[config.mk]
export PLATFORM = sky130hd
export DESIGN_NAME = sel_decoder_ws
export DESIGN_NICKNAME = d
export VERILOG_FILES = /design/src/rtl/sel_decoder_pkg.sv /design/src/rtl/sel_decoder_ws_table.sv /design/src/rtl/sel_decoder_ws.sv
export SDC_FILE = /design/constraint.sdc
export NUM_CORES = 1
export LEC_CHECK = 0
export CORE_MARGIN = 2
export CORE_UTILIZATION = 46
export CTS_CLUSTER_SIZE = 30
export DETAILED_ROUTE_END_ITERATION = 10
export DONT_BUFFER_PORTS = 1
export HOLD_SLACK_MARGIN = 0.15
export SYNTH_ARGS = -nofsm -noshare
export SYNTH_HDL_FRONTEND = slang
export SYNTH_SLANG_ARGS = --single-unit
[constraint.sdc]
create_clock -name clk -period 2.1 [get_ports clk]
set_input_delay 0 -clock clk [delete_from_list [all_inputs] [get_ports clk]]
set_output_delay 0 -clock clk [all_outputs]
set_load 0.03 [all_outputs]
[src/rtl/sel_decoder_pkg.sv]
// Shared types and helpers for the wait-state select decoder.
// Holds the FSM state encoding and the active-low one-hot decode.
package sel_decoder_pkg;

    localparam int unsigned ADDR_W_DFLT = 3;
    localparam int unsigned NSEL        = 2 ** ADDR_W_DFLT;
    localparam int unsigned MAX_ADDR_W  = 8;
    localparam int unsigned MAX_NSEL    = 2 ** MAX_ADDR_W;

    typedef enum logic [1:0] {
        IDLE = 2'd0,
        SEL  = 2'd1,
        ACK  = 2'd2
    } state_t;

    // Sized for the widest supported select code; callers cast down to their strobe count.
    function automatic logic [MAX_NSEL-1:0] decode_n(input logic [MAX_ADDR_W-1:0] code);
        logic [MAX_NSEL-1:0] v;
        v       = '1;
        v[code] = 1'b0;
        return v;
    endfunction

endpackage

[src/rtl/sel_decoder_ws_table.sv]
// Per-select wait-state register file: async reset, synchronous write,
// combinational read so a request sees the value held before its edge.
module sel_ws_table
    import sel_decoder_pkg::*;
#(
    parameter int unsigned ADDR_W     = 3,
    parameter int unsigned WAIT_W     = 4,
    parameter int unsigned DEFAULT_WS = 0
) (
    input  logic              clk,
    input  logic              rst,
    input  logic              we,
    input  logic [ADDR_W-1:0] waddr,
    input  logic [WAIT_W-1:0] wdata,
    input  logic [ADDR_W-1:0] raddr,
    output logic [WAIT_W-1:0] rdata
);

    localparam int unsigned ENTRIES = 2 ** ADDR_W;

    logic [WAIT_W-1:0] mem [ENTRIES];

    always_ff @(posedge clk or posedge rst) begin
        if (rst) begin
            for (int unsigned i = 0; i < ENTRIES; i++) begin
                mem[i] <= WAIT_W'(DEFAULT_WS);
            end
        end else if (we) begin
            mem[waddr] <= wdata;
        end
    end

    assign rdata = mem[raddr];

endmodule

[src/rtl/sel_decoder_ws.sv]
// Clocked select decoder with held active-low strobes and a per-select
// programmable number of wait states before a registered acknowledge.
module sel_decoder_ws
    import sel_decoder_pkg::*;
#(
    parameter int unsigned ADDR_W     = 3,
    parameter int unsigned WAIT_W     = 4,
    parameter int unsigned DEFAULT_WS = 0
) (
    input  logic                   clk,
    input  logic                   rst,
    input  logic [ADDR_W-1:0]      a,
    input  logic                   e1_,
    input  logic                   e2_,
    input  logic                   e3,
    input  logic                   e4,
    input  logic                   rd_,
    input  logic                   wr_,
    input  logic                   cfg_we,
    input  logic [ADDR_W-1:0]      cfg_addr,
    input  logic [WAIT_W-1:0]      cfg_data,
    output logic [2**ADDR_W-1:0]   y_,
    output logic                   ack_,
    output logic                   busy,
    output logic                   err
);

    localparam int unsigned NUM_SEL = 2 ** ADDR_W;

    state_t              state, state_nx;
    logic [ADDR_W-1:0]   sel, sel_nx;
    logic [WAIT_W-1:0]   cnt, cnt_nx;
    logic [WAIT_W-1:0]   ws_rd;
    logic [NUM_SEL-1:0]  y_nx;
    logic                ack_nx;
    logic                busy_nx;
    logic                err_nx;
    logic                en;
    logic                req;
    logic                illegal;

    assign en      = ~e1_ & ~e2_ & e3 & e4;
    assign req     = en & (rd_ ^ wr_);
    assign illegal = en & ~rd_ & ~wr_;

    sel_ws_table #(
        .ADDR_W     (ADDR_W),
        .WAIT_W     (WAIT_W),
        .DEFAULT_WS (DEFAULT_WS)
    ) u_table (
        .clk   (clk),
        .rst   (rst),
        .we    (cfg_we),
        .waddr (cfg_addr),
        .wdata (cfg_data),
        .raddr (a),
        .rdata (ws_rd)
    );

    always_ff @(posedge clk or posedge rst) begin
        if (rst) begin
            state <= IDLE;
            sel   <= '0;
            cnt   <= '0;
            y_    <= '1;
            ack_  <= 1'b1;
            busy  <= 1'b0;
            err   <= 1'b0;
        end else begin
            state <= state_nx;
            sel   <= sel_nx;
            cnt   <= cnt_nx;
            y_    <= y_nx;
            ack_  <= ack_nx;
            busy  <= busy_nx;
            err   <= err_nx;
        end
    end

    // Outputs are computed one edge early here and registered, so y_/ack_/busy
    // already reflect the state being entered.
    always_comb begin
        state_nx = state;
        sel_nx   = sel;
        cnt_nx   = cnt;
        y_nx     = '1;
        ack_nx   = 1'b1;
        err_nx   = illegal;
        unique case (state)
            IDLE: begin
                if (req) begin
                    sel_nx   = a;
                    cnt_nx   = ws_rd;
                    y_nx     = NUM_SEL'(decode_n(MAX_ADDR_W'(a)));
                    state_nx = SEL;
                end
            end
            SEL: begin
                if (!req) begin
                    state_nx = IDLE;
                end else begin
                    y_nx = NUM_SEL'(decode_n(MAX_ADDR_W'(sel)));
                    if (cnt == '0) begin
                        state_nx = ACK;
                        ack_nx   = 1'b0;
                    end else begin
                        cnt_nx = cnt - WAIT_W'(1);
                    end
                end
            end
            ACK: begin
                if (!req) begin
                    state_nx = IDLE;
                end else begin
                    y_nx   = NUM_SEL'(decode_n(MAX_ADDR_W'(sel)));
                    ack_nx = 1'b0;
                end
            end
            default: state_nx = IDLE;
        endcase
        busy_nx = (state_nx != IDLE);
    end

endmodule

==> run_summary.xml <==
<?xml version="1.0" encoding="UTF-8"?>
<metrics>
  <group name="run_status">
    <metric name="result_of_the_run" unit="">complete, no violations</metric>
  </group>
  <group name="clock_network">
    <metric name="clk_pin_slew" unit="ns">0.09</metric>
    <metric name="total_cts_buffers" unit="">5</metric>
    <metric name="postCtsResizedCells" unit="">0</metric>
    <metric name="cts_sinks" unit="">52</metric>
    <metric name="cts_root_buf" unit="">clkbuf_8</metric>
    <metric name="htreeDepth" unit="">2</metric>
    <metric name="clkLatencyLatePin" unit="ns">0.30</metric>
    <metric name="cts_max_path_buffers" unit="">2</metric>
    <metric name="cts_tree" unit="">built</metric>
  </group>
  <group name="yosys">
    <metric name="synth.largest_area_cell" unit="">dfrtp_1</metric>
    <metric name="mappedNetlistArea" unit="um2">2690</metric>
    <metric name="yosys.cell_types.count" unit="">48</metric>
    <metric name="synth_nets" unit="">240</metric>
    <metric name="synth_async_sr_flop_share" unit="">1.00</metric>
    <metric name="ys_ff_latch" unit="">52</metric>
    <metric name="synth_ff_type" unit="">dfrtp_1</metric>
    <metric name="ys_top_cells_by_count" unit="">43 x dfrtp_1, 34 x mux2_2, 16 x inv_1, 10 x nand3_1, 9 x dfstp_2</metric>
    <metric name="synth_seq_area_share" unit="">0.488</metric>
    <metric name="synth.yosys.warnings" unit="">0</metric>
    <metric name="synth_top_area_share" unit="">0.400</metric>
    <metric name="synth_enable_flop_cells" unit="">0</metric>
    <metric name="most_numerous_cell_in_the_yosys_netlist" unit="">dfrtp_1</metric>
    <metric name="syn_inst" unit="">216</metric>
    <metric name="synth.avg_cell_area" unit="um2">12.4</metric>
    <metric name="synth_top_area_cells" unit="">dfrtp_1 40%, mux2_2 14%, dfstp_2 8.8%</metric>
  </group>
  <group name="route">
    <metric name="ant_nets" unit="">0</metric>
    <metric name="viasPerCell" unit="">5.85</metric>
    <metric name="route.vias.total" unit="">1778</metric>
    <metric name="routed_wirelength" unit="mm">5.50</metric>
    <metric name="wl_per_cell" unit="um">18.1</metric>
    <metric name="detailedRoute.firstPassIterationCount" unit="">5</metric>
    <metric name="drt-initial-drc-count" unit="">109</metric>
    <metric name="drt_drc_violations_left" unit="">0</metric>
  </group>
  <group name="sta">
    <metric name="grt_setup_unrepaired" unit="">no</metric>
    <metric name="worst-slew-pin-transition" unit="ns">0.609</metric>
    <metric name="maxSlewViolCount" unit="">0</metric>
    <metric name="setup_viol_count_final" unit="">0</metric>
    <metric name="timing.setup.tns" unit="ns">0</metric>
    <metric name="fin_worst_skew" unit="ns">0.00409</metric>
    <metric name="post-route-period-util" unit="">0.873</metric>
    <metric name="hold_viol" unit="">0</metric>
    <metric name="timing.fmax" unit="MHz">545</metric>
    <metric name="timing.slew.headroom" unit="">0.594</metric>
    <metric name="post-route-min-period" unit="ns">1.83</metric>
  </group>
  <group name="final_layout">
    <metric name="syn_to_final_growth" unit="%">9.86</metric>
    <metric name="finalNetCount" unit="">256</metric>
    <metric name="stdcell_count" unit="">304</metric>
    <metric name="antenna_cells_inserted" unit="">0</metric>
    <metric name="final_layout_size_suffix_gt1_frac" unit="">0.276</metric>
  </group>
  <group name="power">
    <metric name="power.share.sequential" unit="">0.528</metric>
    <metric name="internal_power" unit="mW">1.91</metric>
    <metric name="power.share.combinational" unit="">0.283</metric>
    <metric name="power.ir.vdd_worst" unit="V">0.000413</metric>
    <metric name="clock_network_fraction_of_design_power" unit="">0.189</metric>
    <metric name="power.switching" unit="uW">964</metric>
    <metric name="pwr_density_cell" unit="nW/um2">972</metric>
    <metric name="sw_frac_of_total" unit="">0.336</metric>
    <metric name="leak" unit="nW">1.22</metric>
  </group>
  <group name="global_route">
    <metric name="largest_net_degree_at_the_start_of_global_routing" unit="">50</metric>
    <metric name="grt.overflow.total" unit="">0</metric>
    <metric name="vias_in_the_first_global_route" unit="">1843</metric>
    <metric name="first_pass_grt_wire_length" unit="mm">9.27</metric>
    <metric name="antenna_violations_before_repair" unit="">0</metric>
    <metric name="grt_util_all_layers" unit="">0.191</metric>
  </group>
  <group name="setup_path">
    <metric name="critical_path.reg2reg.startpoint" unit="">state[0]$_DFF_PP0_</metric>
    <metric name="arrival" unit="ns">2.03</metric>
    <metric name="req_time_crit_path" unit="ns">2.29</metric>
    <metric name="critPathMaxFanout" unit="">5</metric>
    <metric name="setup_crit_end_kind" unit="">flip-flop</metric>
    <metric name="critical_path.startpoint" unit="">cfg_addr[0]</metric>
    <metric name="criticalPathCategory" unit="">input port to flip-flop</metric>
    <metric name="worstSetupStartpointType" unit="">input port</metric>
    <metric name="worst-r2r-setup-slack" unit="ns">0.27</metric>
  </group>
  <group name="floorplanning">
    <metric name="initial_standard_cell_utilization_of_the_core" unit="">0.482</metric>
    <metric name="area_of_the_die" unit="um2">6470</metric>
    <metric name="die_w" unit="um">80.5</metric>
    <metric name="fp.coreArea" unit="um2">5570</metric>
    <metric name="floorplan.die.height" unit="um">80.5</metric>
    <metric name="io_pins" unit="">30</metric>
    <metric name="fp-row-count" unit="">27</metric>
  </group>
  <group name="hold_path">
    <metric name="beginning_of_the_worst_hold_path" unit="">a[1]</metric>
    <metric name="min-delay-path-class" unit="">input port to flip-flop</metric>
  </group>
  <group name="placement">
    <metric name="post-dp-hpwl" unit="mm">3.86</metric>
    <metric name="dp_cells" unit="">280</metric>
    <metric name="place.gp.congestion" unit="">0.831</metric>
    <metric name="port-buffer-count" unit="">0</metric>
  </group>
  <group name="job">
    <metric name="max_cap_violations" unit="">0</metric>
  </group>
</metrics>
==> logic make-up (layout without fill, tap and decap cells) <==
logic type | count (synthesis) | count (layout) | share of synthesized area
flip-flops | 52 | 52 | 0.488
adder cells (fa/ha/maj) | 5 | 5 | 0.0233
multiplexers | 46 | 46 | 0.213
AND/OR/NAND/NOR | 47 | 47 | 0.104
AO/OA/AOI/OAI | 37 | 37 | 0.103
XOR/XNOR | 2 | 2 | 0.00931
buffers and inverters | 27 | 43 | 0.0591
==> cells in the final DEF, fill, tap and decap left out, types with 2 or more instances in the layout <==
| master | n |
|---|---|
| mux4_2 | 3 |
| o41ai_1 | 4 |
| a22o_1 | 2 |
| o22ai_1 | 2 |
| nand4b_1 | 3 |
| nor2_1 | 5 |
| o21ai_0 | 8 |
| buf_4 | 3 |
| clkbuf_8 | 5 |
| mux4_1 | 2 |
| nor3_1 | 5 |
| dfrtp_1 | 43 |
| nand2_1 | 8 |
| ha_1 | 5 |
| nand4_1 | 5 |
| dlygate4sd3_1 | 17 |
| dfstp_2 | 9 |
| nor3b_2 | 2 |
| mux2_2 | 34 |
| a31oi_1 | 2 |
| nand3_1 | 10 |
| nand2b_1 | 2 |
| o31ai_1 | 2 |
| a221o_1 | 5 |
| o21ai_1 | 2 |
| a21oi_1 | 2 |
| inv_1 | 15 |
| mux2i_1 | 7 |
| or2_1 | 2 |
==> worst paths after layout <==
kind	to	cells past startpoint
min in group asynchronous	busy$_DFF_PP0_	3
max	u_table.mem[24]$_DFFE_PP0P_	4
min	cnt[3]$_DFFE_PP0P_	4
max in group asynchronous	cnt[3]$_DFFE_PP0P_	3
max reg2reg	y_[0]$_DFF_PP1_	6
min reg2reg	u_table.mem[14]$_DFFE_PP0P_	1
==> per-layer routing <==
layer  track usage  routed length, um
met1         0.222               2300
met2         0.356               2940
met3        0.0382                204
met4        0.0475                 50
met5             0                  0
==> power groups by stage <==
stage,clock network [mW],registers [mW],logic [mW]
2_1_floorplan,0,1.47,0.672
3_3_place_gp,0,1.52,0.726
3_5_place_dp,0,1.54,0.760
4_1_cts,0.562,1.52,0.814
5_1_grt,0.608,1.55,0.898
6_report,0.543,1.52,0.811
==> sequential cells by signal, indices dropped and copies added (netlist names) <==
| register | cells |
|---|---|
| ack_ | 1 |
| busy | 1 |
| u_table.mem | 32 |
| y_ | 8 |
| sel | 3 |
| state | 2 |
| err | 1 |
| cnt | 4 |
==> metrics by stage <==
stage	hold slack (ns)	total power, mW	worst slack, ns	util	cell area [um2]
5_1_grt	0.160	3.06	0.138	0.530	2950
6_report	0.153	2.87	0.266	0.530	2950
3_3_place_gp	-0.249	2.24	0.394	0.485	2700
2_1_floorplan	0.0708	2.14	0.501	-	2690
4_1_cts	0.160	2.89	0.270	0.530	2950
3_5_place_dp	-0.246	2.30	0.297	0.485	2700
==> layout make-up <==
type	count	area [um2]
Sequential cell	52	1310
Inverter	16	60.1
Fill cell	498	2620
Timing Repair Buffer	20	193
Tap cell	72	90.1
Multi-Input combinational cell	137	1220
Clock buffer	5	68.8
Clock inverter	2	12.5
==> worst max-delay path, cell delays in order <==
cell           delay [ns]
dlygate4sd3_1        0.63
nor3b_2              0.45
mux2_2               0.39
dlygate4sd3_1        0.55
==> repair_timing <==
| item | CTS | global route |
|---|---|---|
| endpoints found under the hold margin | 89 | 0 |
| buffers inserted | 0 | 0 |
| hold buffers | 17 | 0 |
Note: power is estimated with default switching activity, not from simulation.
